## src/rtl/ect_cmd_pkg.sv

```systemverilog
// rtl/ect_cmd_pkg.sv - shared constants, state encodings and checksum helper for the command front end
package ect_cmd_pkg;

  localparam logic [7:0] HdrByte   = 8'h55;
  localparam logic [7:0] IdleState = 8'h00;
  localparam logic [7:0] MaxCmd    = 8'h0F;

  // Command codes understood by the downstream request blocks
  localparam logic [7:0] CMD_MEAS  = 8'h06;

  localparam logic [1:0] ERR_NONE = 2'd0;
  localparam logic [1:0] ERR_CHK  = 2'd1;
  localparam logic [1:0] ERR_CMD  = 2'd2;
  localparam logic [1:0] ERR_TMO  = 2'd3;

  typedef enum logic [1:0] {S_HDR, S_CMD, S_ARG, S_CHK} parse_state_t;
  typedef enum logic [1:0] {S_IDLE, S_RUN, S_REL} run_state_t;

  function automatic logic [7:0] frame_chk(input logic [7:0] cmd, input logic [7:0] arg);
    return cmd ^ arg ^ HdrByte;
  endfunction

endpackage

```

## src/rtl/uart_frame_parser.sv

```systemverilog
// rtl/uart_frame_parser.sv - byte strobe, HDR/CMD/ARG/CHK framing, byte-gap timer and frame checks
module uart_frame_parser
  import ect_cmd_pkg::*;
#(
  parameter logic [15:0] ByteTimeout = 16'd50000
) (
  input  logic       clk,
  input  logic       rst,
  input  logic       rx_ready,
  input  logic [7:0] rx_data,
  input  logic       hold,
  output logic       frame_valid,
  output logic [7:0] cmd,
  output logic [7:0] arg,
  output logic       err,
  output logic [1:0] err_code
);

  parse_state_t state_q, state_d;
  logic         rdy_q;
  logic [15:0]  gap_q, gap_d;
  logic [7:0]   cmd_q, cmd_d, arg_q, arg_d;
  logic         stb;
  logic         gap_hit;

  // While the top is executing a command, strobes are swallowed but the edge register keeps tracking
  assign stb     = rx_ready & ~rdy_q & ~hold;
  assign gap_hit = (gap_q == ByteTimeout - 16'd1);
  assign cmd     = cmd_q;
  assign arg     = arg_q;

  // Framing state register, ready-edge register, byte-gap timer and latched fields
  always_ff @(posedge clk) begin
    if (rst) begin
      state_q <= S_HDR;
      rdy_q   <= 1'b0;
      gap_q   <= 16'd0;
      cmd_q   <= 8'd0;
      arg_q   <= 8'd0;
    end else begin
      state_q <= state_d;
      rdy_q   <= rx_ready;
      gap_q   <= gap_d;
      cmd_q   <= cmd_d;
      arg_q   <= arg_d;
    end
  end

  // Next-state decode; a strobe always beats a coincident gap expiry
  always_comb begin
    state_d     = state_q;
    cmd_d       = cmd_q;
    arg_d       = arg_q;
    frame_valid = 1'b0;
    err         = 1'b0;
    err_code    = ERR_NONE;

    if (state_q == S_HDR || stb) gap_d = 16'd0;
    else                         gap_d = gap_q + 16'd1;

    case (state_q)
      S_HDR: begin
        if (stb && rx_data == HdrByte) state_d = S_CMD;
      end
      S_CMD: begin
        if (stb) begin
          cmd_d   = rx_data;
          state_d = S_ARG;
        end else if (gap_hit) begin
          err      = 1'b1;
          err_code = ERR_TMO;
          state_d  = S_HDR;
        end
      end
      S_ARG: begin
        if (stb) begin
          arg_d   = rx_data;
          state_d = S_CHK;
        end else if (gap_hit) begin
          err      = 1'b1;
          err_code = ERR_TMO;
          state_d  = S_HDR;
        end
      end
      S_CHK: begin
        if (stb) begin
          state_d = S_HDR;
          if (rx_data != frame_chk(cmd_q, arg_q)) begin
            err      = 1'b1;
            err_code = ERR_CHK;
          end else if (cmd_q == 8'd0 || cmd_q > MaxCmd) begin
            err      = 1'b1;
            err_code = ERR_CMD;
          end else begin
            frame_valid = 1'b1;
          end
        end else if (gap_hit) begin
          err      = 1'b1;
          err_code = ERR_TMO;
          state_d  = S_HDR;
        end
      end
      default: state_d = S_HDR;
    endcase
  end

endmodule

```

## src/rtl/uart_cmd_dispatcher.sv

```systemverilog
// rtl/uart_cmd_dispatcher.sv - command execute handshake, Done timer and error reporting around the frame parser
module uart_cmd_dispatcher
  import ect_cmd_pkg::*;
#(
  parameter logic [15:0] ByteTimeout = 16'd50000,
  parameter logic [23:0] DoneTimeout = 24'd10000000
) (
  input  logic       Clk,
  input  logic       Rst,
  input  logic       UARTDatReady,
  input  logic [7:0] UARTReceive,
  input  logic       Done,
  output logic [7:0] SysState,
  output logic       Enable,
  output logic [7:0] CmdArg,
  output logic       Busy,
  output logic       ErrPulse,
  output logic [1:0] ErrCode,
  output logic [7:0] ErrCnt
);

  run_state_t  run_q, run_d;
  logic [23:0] tmr_q, tmr_d;
  logic [7:0]  sys_d, arg_d;
  logic        en_d, busy_d;
  logic        err_ev;
  logic [1:0]  err_code_ev;

  logic        frame_valid;
  logic [7:0]  p_cmd, p_arg;
  logic        p_err;
  logic [1:0]  p_err_code;

  uart_frame_parser #(.ByteTimeout(ByteTimeout)) u_parser (
    .clk         (Clk),
    .rst         (Rst),
    .rx_ready    (UARTDatReady),
    .rx_data     (UARTReceive),
    .hold        (run_q != S_IDLE),
    .frame_valid (frame_valid),
    .cmd         (p_cmd),
    .arg         (p_arg),
    .err         (p_err),
    .err_code    (p_err_code)
  );

  // Handshake state, outputs, Done timer and saturating error bookkeeping
  always_ff @(posedge Clk) begin
    if (Rst) begin
      run_q    <= S_IDLE;
      tmr_q    <= 24'd0;
      SysState <= IdleState;
      CmdArg   <= 8'd0;
      Enable   <= 1'b0;
      Busy     <= 1'b0;
      ErrPulse <= 1'b0;
      ErrCode  <= ERR_NONE;
      ErrCnt   <= 8'd0;
    end else begin
      run_q    <= run_d;
      tmr_q    <= tmr_d;
      SysState <= sys_d;
      CmdArg   <= arg_d;
      Enable   <= en_d;
      Busy     <= busy_d;
      ErrPulse <= err_ev;
      if (err_ev) begin
        ErrCode <= err_code_ev;
        if (ErrCnt != 8'hFF) ErrCnt <= ErrCnt + 8'd1;
      end
    end
  end

  // Accept a checked frame, hold Enable until Done (or timeout), then wait for Done to drop
  always_comb begin
    run_d       = run_q;
    sys_d       = SysState;
    arg_d       = CmdArg;
    en_d        = Enable;
    busy_d      = Busy;
    tmr_d       = 24'd0;
    err_ev      = p_err;
    err_code_ev = p_err_code;

    case (run_q)
      S_IDLE: begin
        if (frame_valid) begin
          run_d  = S_RUN;
          sys_d  = p_cmd;
          arg_d  = p_arg;
          en_d   = 1'b1;
          busy_d = 1'b1;
        end
      end
      S_RUN: begin
        tmr_d = tmr_q + 24'd1;
        if (Done) begin
          run_d = S_REL;
          en_d  = 1'b0;
          sys_d = IdleState;
        end else if (tmr_q == DoneTimeout - 24'd1) begin
          run_d       = S_REL;
          en_d        = 1'b0;
          sys_d       = IdleState;
          err_ev      = 1'b1;
          err_code_ev = ERR_TMO;
        end
      end
      S_REL: begin
        if (!Done) begin
          run_d  = S_IDLE;
          busy_d = 1'b0;
        end
      end
      default: run_d = S_IDLE;
    endcase
  end

endmodule
```

## config.mk

```make
export PLATFORM = sky130hd
export DESIGN_NAME = uart_cmd_dispatcher
export DESIGN_NICKNAME = d
export VERILOG_FILES = /design/src/rtl/ect_cmd_pkg.sv /design/src/rtl/uart_frame_parser.sv /design/src/rtl/uart_cmd_dispatcher.sv
export SDC_FILE = /design/constraint.sdc
export NUM_CORES = 1
export LEC_CHECK = 0
export CAP_MARGIN = 20
export CORE_ASPECT_RATIO = 0.75
export CORE_UTILIZATION = 55
export CTS_CLUSTER_SIZE = 28
export DETAILED_ROUTE_END_ITERATION = 10
export GPL_ROUTABILITY_DRIVEN = 1
export PLACE_DENSITY = 0.77
export SYNTH_ARGS = -nofsm -noshare
export SYNTH_HDL_FRONTEND = slang
export SYNTH_SLANG_ARGS = --single-unit
export TNS_END_PERCENT = 20
```

## constraint.sdc

```tcl
create_clock -name Clk -period 4.95 [get_ports Clk]
set_input_delay 0.99 -clock Clk [delete_from_list [all_inputs] [get_ports Clk]]
set_output_delay 0.99 -clock Clk [all_outputs]
set_load 0.01 [all_outputs]
```

==> results of run 1 <==
==> metrics by stage <==
step / cells / hold slack, ns / setup WS [ns] / total power [mW]
6_report: 597 / 0.4464 / 1.201 / 1.232
5_1_grt: 597 / 0.4733 / 1.028 / 1.277
4_1_cts: 597 / 0.4537 / 1.222 / 1.248
3_5_place_dp: 581 / 0.4400 / 0.8320 / 0.7747
3_3_place_gp: 581 / 0.4250 / 0.8612 / 0.7746
2_1_floorplan: 461 / 0.4132 / 1.553 / 0.7582
==> cell families after synthesis <==
logic type      share of synthesized area
fa+ha+maj                         0.02433
simple gates                       0.2798
xor+xnor                           0.1113
mux                               0.02494
flops                              0.4380
buf+inv                           0.03072
compound gates                    0.09094
==> metal layers <==
metal,share of wire,up-vias,track usage
li1,-,1688,-
met3,0.057,9,0.05287
met2,0.43,92,0.3311
met1,0.50,1561,0.3357
met4,0.012,0,0.08143
met5,0,-,0
==> layout by cell type, fill, tap and decap left out, drive strengths merged, types with 3 or more instances in the layout <==
master,instances
a21oi,38
a211oi,6
dfxtp,90
nand2b,3
nand4,7
mux2i,8
xnor2,14
or2,4
or4,8
ha,8
and2,5
o21ai,10
clkbuf,9
nand2,38
nand3,45
xor2,17
nor2b,4
xor3,5
nor4bb,4
inv,16
nor2,54
xnor3,3
o31ai,3
nor3,7
nor4,5
clkdlybuf4s50,39
nor4b,4
or3,9
and3,13
==> state kept, by name, summed over array words and instances, names as in the netlist <==
name and count:
CmdArg 8, ErrPulse 1, Enable 1, run_q 2, u_parser.rdy_q 1, Busy 1
u_parser.state_q 2, ErrCode 2, u_parser.cmd 8, tmr_q 24, u_parser.gap_q 16, SysState 8
u_parser.arg 8, ErrCnt 8
==> layout make-up <==
cell class,instances,area share
inverters,12,0.009486
multi-input cells,340,0.4617
repair buffers,41,0.08485
clock inverters,7,0.01265
well taps,98,0.02582
clock buffers,9,0.02609
flip-flops and latches,90,0.3794
==> worst reg2reg max path: stages (launching register included) <==
cell and delay, ns:
dfxtp_1 0.43, or4b_1 0.70, or4_1 0.55, or3_1 0.45
nor3_4 0.58, mux2i_1 0.27, nor2_1 0.05
==> worst min path at each step <==
stage | end | slack, ns | depth (start not counted)
after detailed placement | u_parser.gap_q[0]$_SDFF_PP0_ | 0.44 | 1
after global placement | u_parser.gap_q[0]$_SDFF_PP0_ | 0.43 | 1
final | u_parser.gap_q[0]$_SDFF_PP0_ | 0.45 | 1
after global routing | u_parser.gap_q[0]$_SDFF_PP0_ | 0.47 | 1
after floorplan | u_parser.gap_q[0]$_SDFF_PP0_ | 0.41 | 1
after CTS | u_parser.gap_q[0]$_SDFF_PP0_ | 0.45 | 1
==> report_power, final <==
group | switching [mW] | leakage (nW) | total [mW] | internal [mW]
logic | 0.0200 | 0.715 | 0.0342 | 0.0142
registers | 0.000404 | 0.725 | 0.724 | 0.724
clock network | 0.282 | 0.0901 | 0.473 | 0.192
total | 0.302 | 1.53 | 1.23 | 0.930
==> summary.txt, run 1 <==
Status
  • Status: finished clean

Timing
  • Setup violators final: 0
  • Fin crit period: 3.749 ns
  • Fmax: 266.7 MHz
  • Tightest Pin Transition: 0.9381 ns
  • Slew HR: 0.3746
  • Final-report max-slew violation count: 0
  • RSZ-0062 raised after global routing: no
  • Fin. Hold Viols: 0
  • Setup TNS: 0 ns
  • Tcrit/Tclk final: 0.7574
  • Clk_skew: 0.01290 ns

Setup path
  • FF-to-FF End: CmdArg[4]$_SDFFE_PP0P_
  • CP Class: input port to flip-flop
  • R2R Setup Slk: 1.78 ns
  • Worst path top cell family by delay: simple AND/OR/NAND/NOR gates
  • WP buf/inv: 1
  • Worst setup SP type: input port
  • R2r worst-path depth: 6
  • Worst EP arrival: 3.98 ns
  • Crit-path cells: clkdlybuf4s50_1 > or4b_1 > or4_1 > or3_1 > nor3_4 > mux2i_1 > nor2_1
  • Max stage delay on crit path: 0.60 ns
  • Worst path depth: 7
  • CP Max Fanout: 13
  • Crit. End Element: flip-flop
  • R2R Path Start: run_q[1]$_SDFFE_PP0P_
  • Critical Path Start: UARTDatReady
  • Worst setup endpoint: CmdArg[4]$_SDFFE_PP0P_
  • WP data required: 5.18 ns
  • CP max-delay cell: or4b_1

Finish
  • Multi-input logic area: 2192 sq um
  • Share of layout cells above drive strength 1: 0.05411
  • Layout area overhead: 15.42%
  • Inserted Diodes: 0
  • Register area: 1802 sq um
  • Fill cell count: 593
  • Core Util, Final: 0.6757
  • # nets final: 514
  • Layout Cell Area excl Fill: 4748 sq um

Floorplanning
  • Die H: 76.90 um
  • Die width: 101.9 um
  • # rows: 26
  • Core region area: 7027 sq um
  • # IOs: 41
  • Full die area: 7833 sq um
  • Initial core utilization: 0.5855

Clock network
  • # Post-CTS Setup Buffers: 0
  • Clock Latency Late Sink: 0.37 ns
  • Clock transition at path regs: 0.09 ns
  • H-tree Lvls: 3
  • Deepest clock path buffer count: 2
  • CTS tree: yes
  • Post-CTS Hold Buffers: 0
  • Clock sink count: 90
  • Post-CTS Resized: 0
  • CTS root buf: clkbuf_8
  • CTS Buf Count: 9

Detailed routing
  • Final wirelength: 8264 um
  • Wire per inst: 13.84 um
  • Iter 0 DRT Violations: 204
  • Routed Antenna Nets: 0
  • DRC Markers: 0
  • Drt pass-1 iters: 4
  • Via count: 3350
  • Vias/cell: 5.611

Power and ir drop
  • Max VDD drop: 155.0 uV
  • P per Cell Area: 259.4 nW/um^2
  • Pleak: 1.530 nW

Synthesis
  • Gate Count Post-Synth: 461
  • Post-Syn Nets: 481
  • Sequential area share after synthesis: 0.4380
  • Post-synth EDFFs: 0
  • Predominant post-synthesis flop cell: dfxtp_1
  • Syn. warnings: 0
  • Top cells by area, synth: dfxtp_1, nand3_1, nor2_1, a21oi_1, xor2_1
  • Post-synth top area share: 0.4380
  • Most frequent cells after synthesis: dfxtp_1, nor2_1, nand3_1, a21oi_1, nand2_1
  • Synth unique cells: 48
  • FFs w/ async S/R, synth: 0
  • Top-count cell post-synth: dfxtp_1
  • Cell accounting for the most synthesized area: dfxtp_1
  • Mapped Area: 4114 sq um
  • Synth Register Bits: 90
  • Synthesized area per cell: 8.924 sq um

Global routing
  • Vias in the first global route: 3013
  • Pin count of the biggest net entering global routing: 53
  • GRT Util Overall: 0.2301
  • Initial antenna violation count: 0
  • Grt total ovfl: 0
  • First-pass GRT wire length: 14210 um

Hold path
  • Min-delay src: u_parser.gap_q[0]$_SDFF_PP0_
  • HP Class: flip-flop to flip-flop

Job
  • # Max-Cap Violations: 0

Placed design
  • Routability cong.: 0.8109
  • IO Port Bufs: 40
  • DP HPWL: 5843 um
  • Post-DP Area: 4564 sq um
(Power assumes the default switching activity.)
==> inputs of run 2 (changes only) <==
==> constraint.sdc (replaced) <==
create_clock -name Clk -period 3.85 [get_ports Clk]
set_input_delay 0.77 -clock Clk [delete_from_list [all_inputs] [get_ports Clk]]
set_output_delay 0.77 -clock Clk [all_outputs]
set_load 0.01 [all_outputs]
==> summary.txt, run 2 (synthesis results as in run 1) <==
Setup path
  • R2r worst-path depth: 6 (unchanged)
  • Crit. End Element: flip-flop
  • FF-to-FF End: ErrCnt[2]$_SDFFE_PP0P_
  • Worst path depth: 7 (unchanged)
  • R2R Path Start: run_q[1]$_SDFFE_PP0P_
  • Worst path top cell family by delay: simple AND/OR/NAND/NOR gates
  • R2R Setup Slk: 0.95 ns (-0.83 ns)
  • Max stage delay on crit path: 0.52 ns (-0.08 ns)
  • CP Class: input port to flip-flop
  • WP buf/inv: 1 (unchanged)
  • CP Max Fanout: 5 (-8)
  • Crit-path cells: clkdlybuf4s50_1 > or4b_1 > or4_1 > or3_1 > a211o_1 > nand3_1 > mux2_2
  • Worst EP arrival: 3.55 ns (-0.43 ns)
  • WP data required: 4.11 ns (-1.07 ns)
  • Worst setup SP type: input port
  • CP max-delay cell: or4_1

Timing
  • Fmax: 303.4 MHz
  • Tcrit/Tclk final: 0.8560
  • Tightest Pin Transition: 0.7871 ns (-0.1510 ns)
  • Setup TNS: 0 ns (unchanged)
  • RSZ-0062 raised after global routing: no
  • Fin crit period: 3.296 ns
  • Slew HR: 0.4704 (+0.09582)
  • Clk_skew: 0.006617 ns (-0.006278 ns)
  • Setup violators final: 0 (unchanged)
  • Fin. Hold Viols: 0 (unchanged)
  • Slack of the critical path: 0.5542 ns (-0.6465 ns)
  • Final-report max-slew violation count: 0 (unchanged)

Floorplanning
  • # rows: 26 (unchanged)
  • Die H: 76.90 um (unchanged)
  • # IOs: 41 (unchanged)
  • Die width: 101.9 um (unchanged)
  • Initial core utilization: 0.5855 (unchanged)
  • Core region area: 7027 sq um (unchanged)
  • Full die area: 7833 sq um (unchanged)

Power and ir drop
  • Pleak: 1.568 nW (+2.5%)
  • Seq pwr share: 0.556 (-0.032)
  • Max VDD drop: 235.9 uV (+52%)
  • Sw Pwr: 0.3591 mW (+19%)
  • Internal: 1.317 mW (+42%)
  • Logic pwr share: 0.027 (about the same)
  • P per Cell Area: 347.0 nW/um^2 (+34%)
  • Clk pwr share: 0.417 (+0.033)
  • Switch share: 0.2143 (-0.03088)

Detailed routing
  • Via count: 3367 (+0.51%)
  • Drt pass-1 iters: 5 (+1)
  • Final wirelength: 8388 um (+1.5%)
  • Wire per inst: 13.91 um (+0.49%)
  • DRC Markers: 0 (unchanged)
  • Iter 0 DRT Violations: 198 (-2.9%)
  • Vias/cell: 5.584 (-0.49%)
  • Routed Antenna Nets: 0 (unchanged)

Clock network
  • Deepest clock path buffer count: 2 (unchanged)
  • CTS tree: yes
  • Clock Latency Late Sink: 0.36 ns (about the same)
  • Clock sink count: 90 (unchanged)
  • Post-CTS Resized: 0 (unchanged)
  • Post-CTS Hold Buffers: 0 (unchanged)
  • H-tree Lvls: 3 (unchanged)
  • CTS root buf: clkbuf_8
  • Clock transition at path regs: 0.08 ns (about the same)
  • # Post-CTS Setup Buffers: 0 (unchanged)
  • CTS Buf Count: 9 (unchanged)

Hold path
  • Worst Hold Depth: 1 (unchanged)
  • Min-delay src: u_parser.gap_q[0]$_SDFF_PP0_
  • Hold Path Sink: u_parser.gap_q[0]$_SDFF_PP0_
  • HP Class: flip-flop to flip-flop

Placed design
  • IO Port Bufs: 40 (unchanged)
  • DP HPWL: 6145 um (+5.2%)
  • Routability cong.: 0.8186 (+0.95%)
  • Pre-CTS setup slack: 0.1953 ns (-0.6367 ns)

Finish
  • Commonest non-fill, non-tap cells in the layout: dfxtp_1, nor2_1, nand3_1, clkdlybuf4s50_1
  • Inserted Diodes: 0 (unchanged)
  • Regs by FF count: tmr_q x24, u_parser.gap_q x16
  • # nets final: 520 (+1.2%)
  • Share of layout cells above drive strength 1: 0.06337 (+0.009258)
  • Max reg flops: 24 (unchanged)
  • Layout area overhead: 17.37%
  • Reg with most FFs: tmr_q
  • Most common cell after layout, fill and taps aside: dfxtp_1

Global routing
  • First-pass GRT wire length: 14580 um (+2.6%)
  • Pin count of the biggest net entering global routing: 44 (-17%)
  • Grt total ovfl: 0 (unchanged)
  • Initial antenna violation count: 0 (unchanged)
  • GRT Util Overall: 0.2352 (+0.005053)
  • Vias in the first global route: 3104 (+3.0%)

Job
  • # Max-Cap Violations: 0 (unchanged)

Status
  • Status: finished clean
[run 2: per-layer routing]
layer	GRT usage	part of all wire	wire, um
met1	0.3357	0.50	4171
met2	0.3527	0.44	3669
met3	0.05652	0.053	446
met4	0.06714	0.012	99
met5	0	0	0
[run 2: worst max-delay path by stage]
| stage | start | to | slack, ns |
|---|---|---|---|
| finish | UARTDatReady | ErrCnt[2]$_SDFFE_PP0P_ | 0.55 |
| global route | UARTDatReady | ErrCnt[2]$_SDFFE_PP0P_ | 0.45 |
| CTS | UARTDatReady | ErrCnt[2]$_SDFFE_PP0P_ | 0.56 |
| detailed placement | UARTDatReady | ErrCnt[2]$_SDFFE_PP0P_ | 0.20 |
| global placement | UARTDatReady | ErrCnt[2]$_SDFFE_PP0P_ | 0.26 |
| floorplan | UARTDatReady | ErrCnt[5]$_SDFFE_PP0P_ | 0.67 |
[run 2: per-stage QoR]
stage	total power [mW]	hold WS (ns)	std cells	instance area [sq um]	utilization
finish	1.676	0.4541	603	4828	0.6871
global route	1.736	0.4799	603	4828	0.6871
CTS	1.696	0.4636	603	4828	0.6871
detailed placement	0.9977	0.4470	587	4609	0.6560
global placement	0.9977	0.4254	587	4609	0.6560
floorplan	0.9748	0.4132	461	4114	-
[run 2: power by group through the flow]
stage	combinational [mW]	clock, mW	sequential (mW)
3_5_place_dp	0.0447	0	0.953
2_1_floorplan	0.0220	0	0.953
3_3_place_gp	0.0448	0	0.953
4_1_cts	0.0451	0.720	0.931
6_report	0.0456	0.699	0.931
5_1_grt	0.0493	0.755	0.931
[run 2: cell type report]
class,count,area [sq um]
inverter,12,45.04
tap,98,122.6
sequential,90,1802
fill,601,2198
clock inverter,6,91.34
multi-input combinational,340,2192
timing repair buffer,47,447.9
clock buffer,10,127.6
==> inputs of run 3 (changes only) <==
--- a/config.mk
+++ b/config.mk
@@ -11,8 +11,10 @@
 export CTS_CLUSTER_SIZE = 28
 export DETAILED_ROUTE_END_ITERATION = 10
 export GPL_ROUTABILITY_DRIVEN = 1
-export PLACE_DENSITY = 0.77
+export PLACE_DENSITY = 0.78
+export REMOVE_ABC_BUFFERS = 1
 export SYNTH_ARGS = -nofsm -noshare
 export SYNTH_HDL_FRONTEND = slang
+export SYNTH_HIERARCHICAL = 1
 export SYNTH_SLANG_ARGS = --single-unit
 export TNS_END_PERCENT = 20
==> summary.txt, run 3 <==
Finish
  • Inserted Diodes: 0 (unchanged)
  • Reg with most FFs: tmr_q
  • Regs by FF count: tmr_q x24, u_parser/gap_q x16
  • Layout area overhead: 17.72%
  • # nets final: 523 (+0.58%)
  • Commonest non-fill, non-tap cells in the layout: dfxtp_1, nand2_1, nor2_1, a21oi_1, clkdlybuf4s50_1
  • Most common cell after layout, fill and taps aside: dfxtp_1
  • Fill cell count: 583 (-3.0%)
  • Share of layout cells above drive strength 1: 0.06509 (+0.001722)
  • Max reg flops: 24 (unchanged)
  • Non-filler cells, final: 605 (+0.33%)

Detailed routing
  • Wire per inst: 14.13 um (+1.6%)
  • Vias/cell: 5.537 (-0.83%)
  • Final wirelength: 8547 um (+1.9%)
  • DRC Markers: 0 (unchanged)
  • Routed Antenna Nets: 0 (unchanged)
  • Drt pass-1 iters: 5 (unchanged)
  • Via count: 3350 (-0.50%)
  • Iter 0 DRT Violations: 125 (-37%)

Global routing
  • First-pass GRT wire length: 14580 um (unchanged)
  • Grt total ovfl: 0 (unchanged)
  • Vias in the first global route: 3141 (+1.2%)
  • Initial antenna violation count: 0 (unchanged)
  • GRT Util Overall: 0.2383 (+0.003140)
  • Pin count of the biggest net entering global routing: 25 (-43%)

Power and ir drop
  • Pleak: 1.612 nW (+2.8%)
  • Max VDD drop: 248.9 uV (+5.5%)
  • P per Cell Area: 356.6 nW/um^2 (+2.8%)

Setup path
  • Worst setup SP type: input port
  • CP Max Fanout: 14 (+9)
  • Critical Path Start: UARTReceive[7]
  • CP Class: input port to flip-flop
  • CP max-delay cell: clkdlybuf4s50_1
  • Crit-path cells: clkdlybuf4s50_1 > xor3_1 > or4_4 > nor4_4 > a31oi_1 > o21ba_1 > nor3b_1 > mux2_2
  • Worst EP arrival: 3.64 ns (+0.09 ns)
  • Max stage delay on crit path: 0.56 ns (+0.04 ns)
  • WP data required: 4.10 ns (about the same)
  • Crit. End Element: flip-flop
  • R2R Path Start: run_q[1]$_SDFFE_PP0P_

Clock network
  • H-tree Lvls: 3 (unchanged)
  • Deepest clock path buffer count: 2 (unchanged)
  • Clock sink count: 90 (unchanged)
  • CTS root buf: clkbuf_8
  • CTS tree: yes
  • # Post-CTS Setup Buffers: 0 (unchanged)
  • Clock transition at path regs: 0.08 ns (about the same)
  • CTS Buf Count: 9 (unchanged)
  • Clock Latency Late Sink: 0.35 ns (about the same)
  • Post-CTS Resized: 0 (unchanged)
  • Post-CTS Hold Buffers: 0 (unchanged)

Timing
  • Final-report max-slew violation count: 0 (unchanged)
  • Fmax: 294.4 MHz (-3.0%)
  • Slew HR: 0.3543 (-0.1161)
  • Tcrit/Tclk final: 0.8821 (+0.02608)
  • Tightest Pin Transition: 0.9596 ns (+0.1725 ns)
  • Fin crit period: 3.396 ns (+0.1004 ns)
  • Setup TNS: 0 ns (unchanged)
  • Setup violators final: 0 (unchanged)
  • Clk_skew: 0.01211 ns (+0.005494 ns)
  • RSZ-0062 raised after global routing: no
  • Fin. Hold Viols: 0 (unchanged)

Placed design
  • IO Port Bufs: 40 (unchanged)
  • Routability cong.: 0.7968 (-2.7%)
  • Placed cells: 589 (+0.34%)
  • DP HPWL: 6163 um (+0.29%)

Hold path
  • Min-delay src: CmdArg[4]$_SDFFE_PP0P_
  • HP Class: flip-flop to flip-flop

Synthesis
  • Sequential area share after synthesis: 0.4454 (+0.007451)
  • Synth unique cells: 48 (unchanged)
  • Most frequent cells after synthesis: dfxtp_1, nand2_1, nor2_1, a21oi_1, xor2_1
  • Syn. warnings: 6 (+6)
  • Mapped Area: 4045 sq um (-1.7%)
  • Gate Count Post-Synth: 463 (+0.43%)
  • Post-synth EDFFs: 0 (unchanged)
  • Cell accounting for the most synthesized area: dfxtp_1
  • Top cells by area, synth: dfxtp_1, nand2_1, a21oi_1, xor2_1, nor2_1
  • Synth Register Bits: 90 (unchanged)
  • Top-count cell post-synth: dfxtp_1
  • Synthesized area per cell: 8.737 sq um (-2.1%)
  • Post-synth top area share: 0.4454 (+0.007451)
  • FFs w/ async S/R, synth: 0 (unchanged)
  • Predominant post-synthesis flop cell: dfxtp_1

Floorplanning
  • Full die area: 7705 sq um (-1.6%)
  • Initial core utilization: 0.5811 (-0.004413)
  • Core region area: 6962 sq um (-0.93%)
  • # rows: 26 (unchanged)
  • Die H: 76.27 um (-0.82%)
  • # IOs: 41 (unchanged)
  • Die width: 101.0 um (-0.82%)

Job
  • # Max-Cap Violations: 0 (unchanged)

Status
  • Status: finished clean
run 3: changes by cell type after synthesis, moves of 4 or more:
cell / change
o21ai_0: +5
mux2i_1: -6
nor2b_1: +4
nand4_1: +6
a21oi_1: +4
and3_1: -7
xor2_1: +6
a22o_1: +8
xnor2_1: -5
or4_1: -5
nand3_1: -32
nand2_1: +36
run 3: final timing paths:
kind	endpoint	slack, ns	cells after the start
setup reg to reg	ErrCnt[4]$_SDFFE_PP0P_	0.83	8
hold reg to reg	CmdArg[4]$_SDFFE_PP0P_	0.46	2
setup / recovery	ErrCnt[3]$_SDFFE_PP0P_	0.45	8
hold / removal	CmdArg[4]$_SDFFE_PP0P_	0.46	2
run 3: cell type report:
type                    count  area, sq um  area share
clock inverters             5        78.83     0.01655
repair buffers             46        442.9     0.09301
multi-input cells         346         2141      0.4496
well taps                  98        122.6     0.02575
inverters                  10        37.54    0.007882
flip-flops and latches     90         1802      0.3784
clock buffers              10        137.6     0.02890
run 3: cell families after synthesis:
logic type / count (synthesis) / share of synthesized area
AND/OR/NAND/NOR: 216 / 0.2685
flip-flops: 90 / 0.4454
AO/OA/AOI/OAI: 78 / 0.1138
XOR/XNOR: 39 / 0.1089
buffers and inverters: 27 / 0.02536
adder cells (fa/ha/maj): 8 / 0.02475
multiplexers: 5 / 0.01330
run 3: critical path, delay by kind of cell:
| kind | cells | cell delay (ns) |
|---|---|---|
| xor gates and xnor gates | 1 | 0.36 |
| AOI/OAI and AO/OA | 2 | 0.76 |
| buffers and inverters | 1 | 0.56 |
| and+or+nand+nor | 3 | 0.90 |
| muxes | 1 | 0.29 |
run 3: metrics by stage:
stage / cell area, sq um / power [mW] / utilization / setup WS (ns) / hold WS [ns]
after floorplan: 3980 / 0.9909 / - / 0.6889 / 0.4175
final: 4762 / 1.698 / 0.6840 / 0.4538 / 0.4561
after global routing: 4762 / 1.761 / 0.6840 / 0.3096 / 0.4754
after CTS: 4757 / 1.713 / 0.6833 / 0.4684 / 0.4587
after detailed placement: 4541 / 1.026 / 0.6522 / 0.07499 / 0.4415
after global placement: 4541 / 1.023 / 0.6522 / 0.1959 / 0.4293
run 3: where the power goes:
group	internal (mW)	leakage (nW)	switching, mW
Sequential	0.933	0.725	0.00353
Combinational	0.0310	0.775	0.0380
Clock	0.379	0.112	0.314
Total	1.34	1.61	0.356
run 3: routing by layer:
| layer | wire length (um) | GRT usage |
|---|---|---|
| met4 | 146 | 0.06812 |
| met5 | 0 | 0 |
| met2 | 4047 | 0.3863 |
| met1 | 3958 | 0.3127 |
| met3 | 395 | 0.06239 |
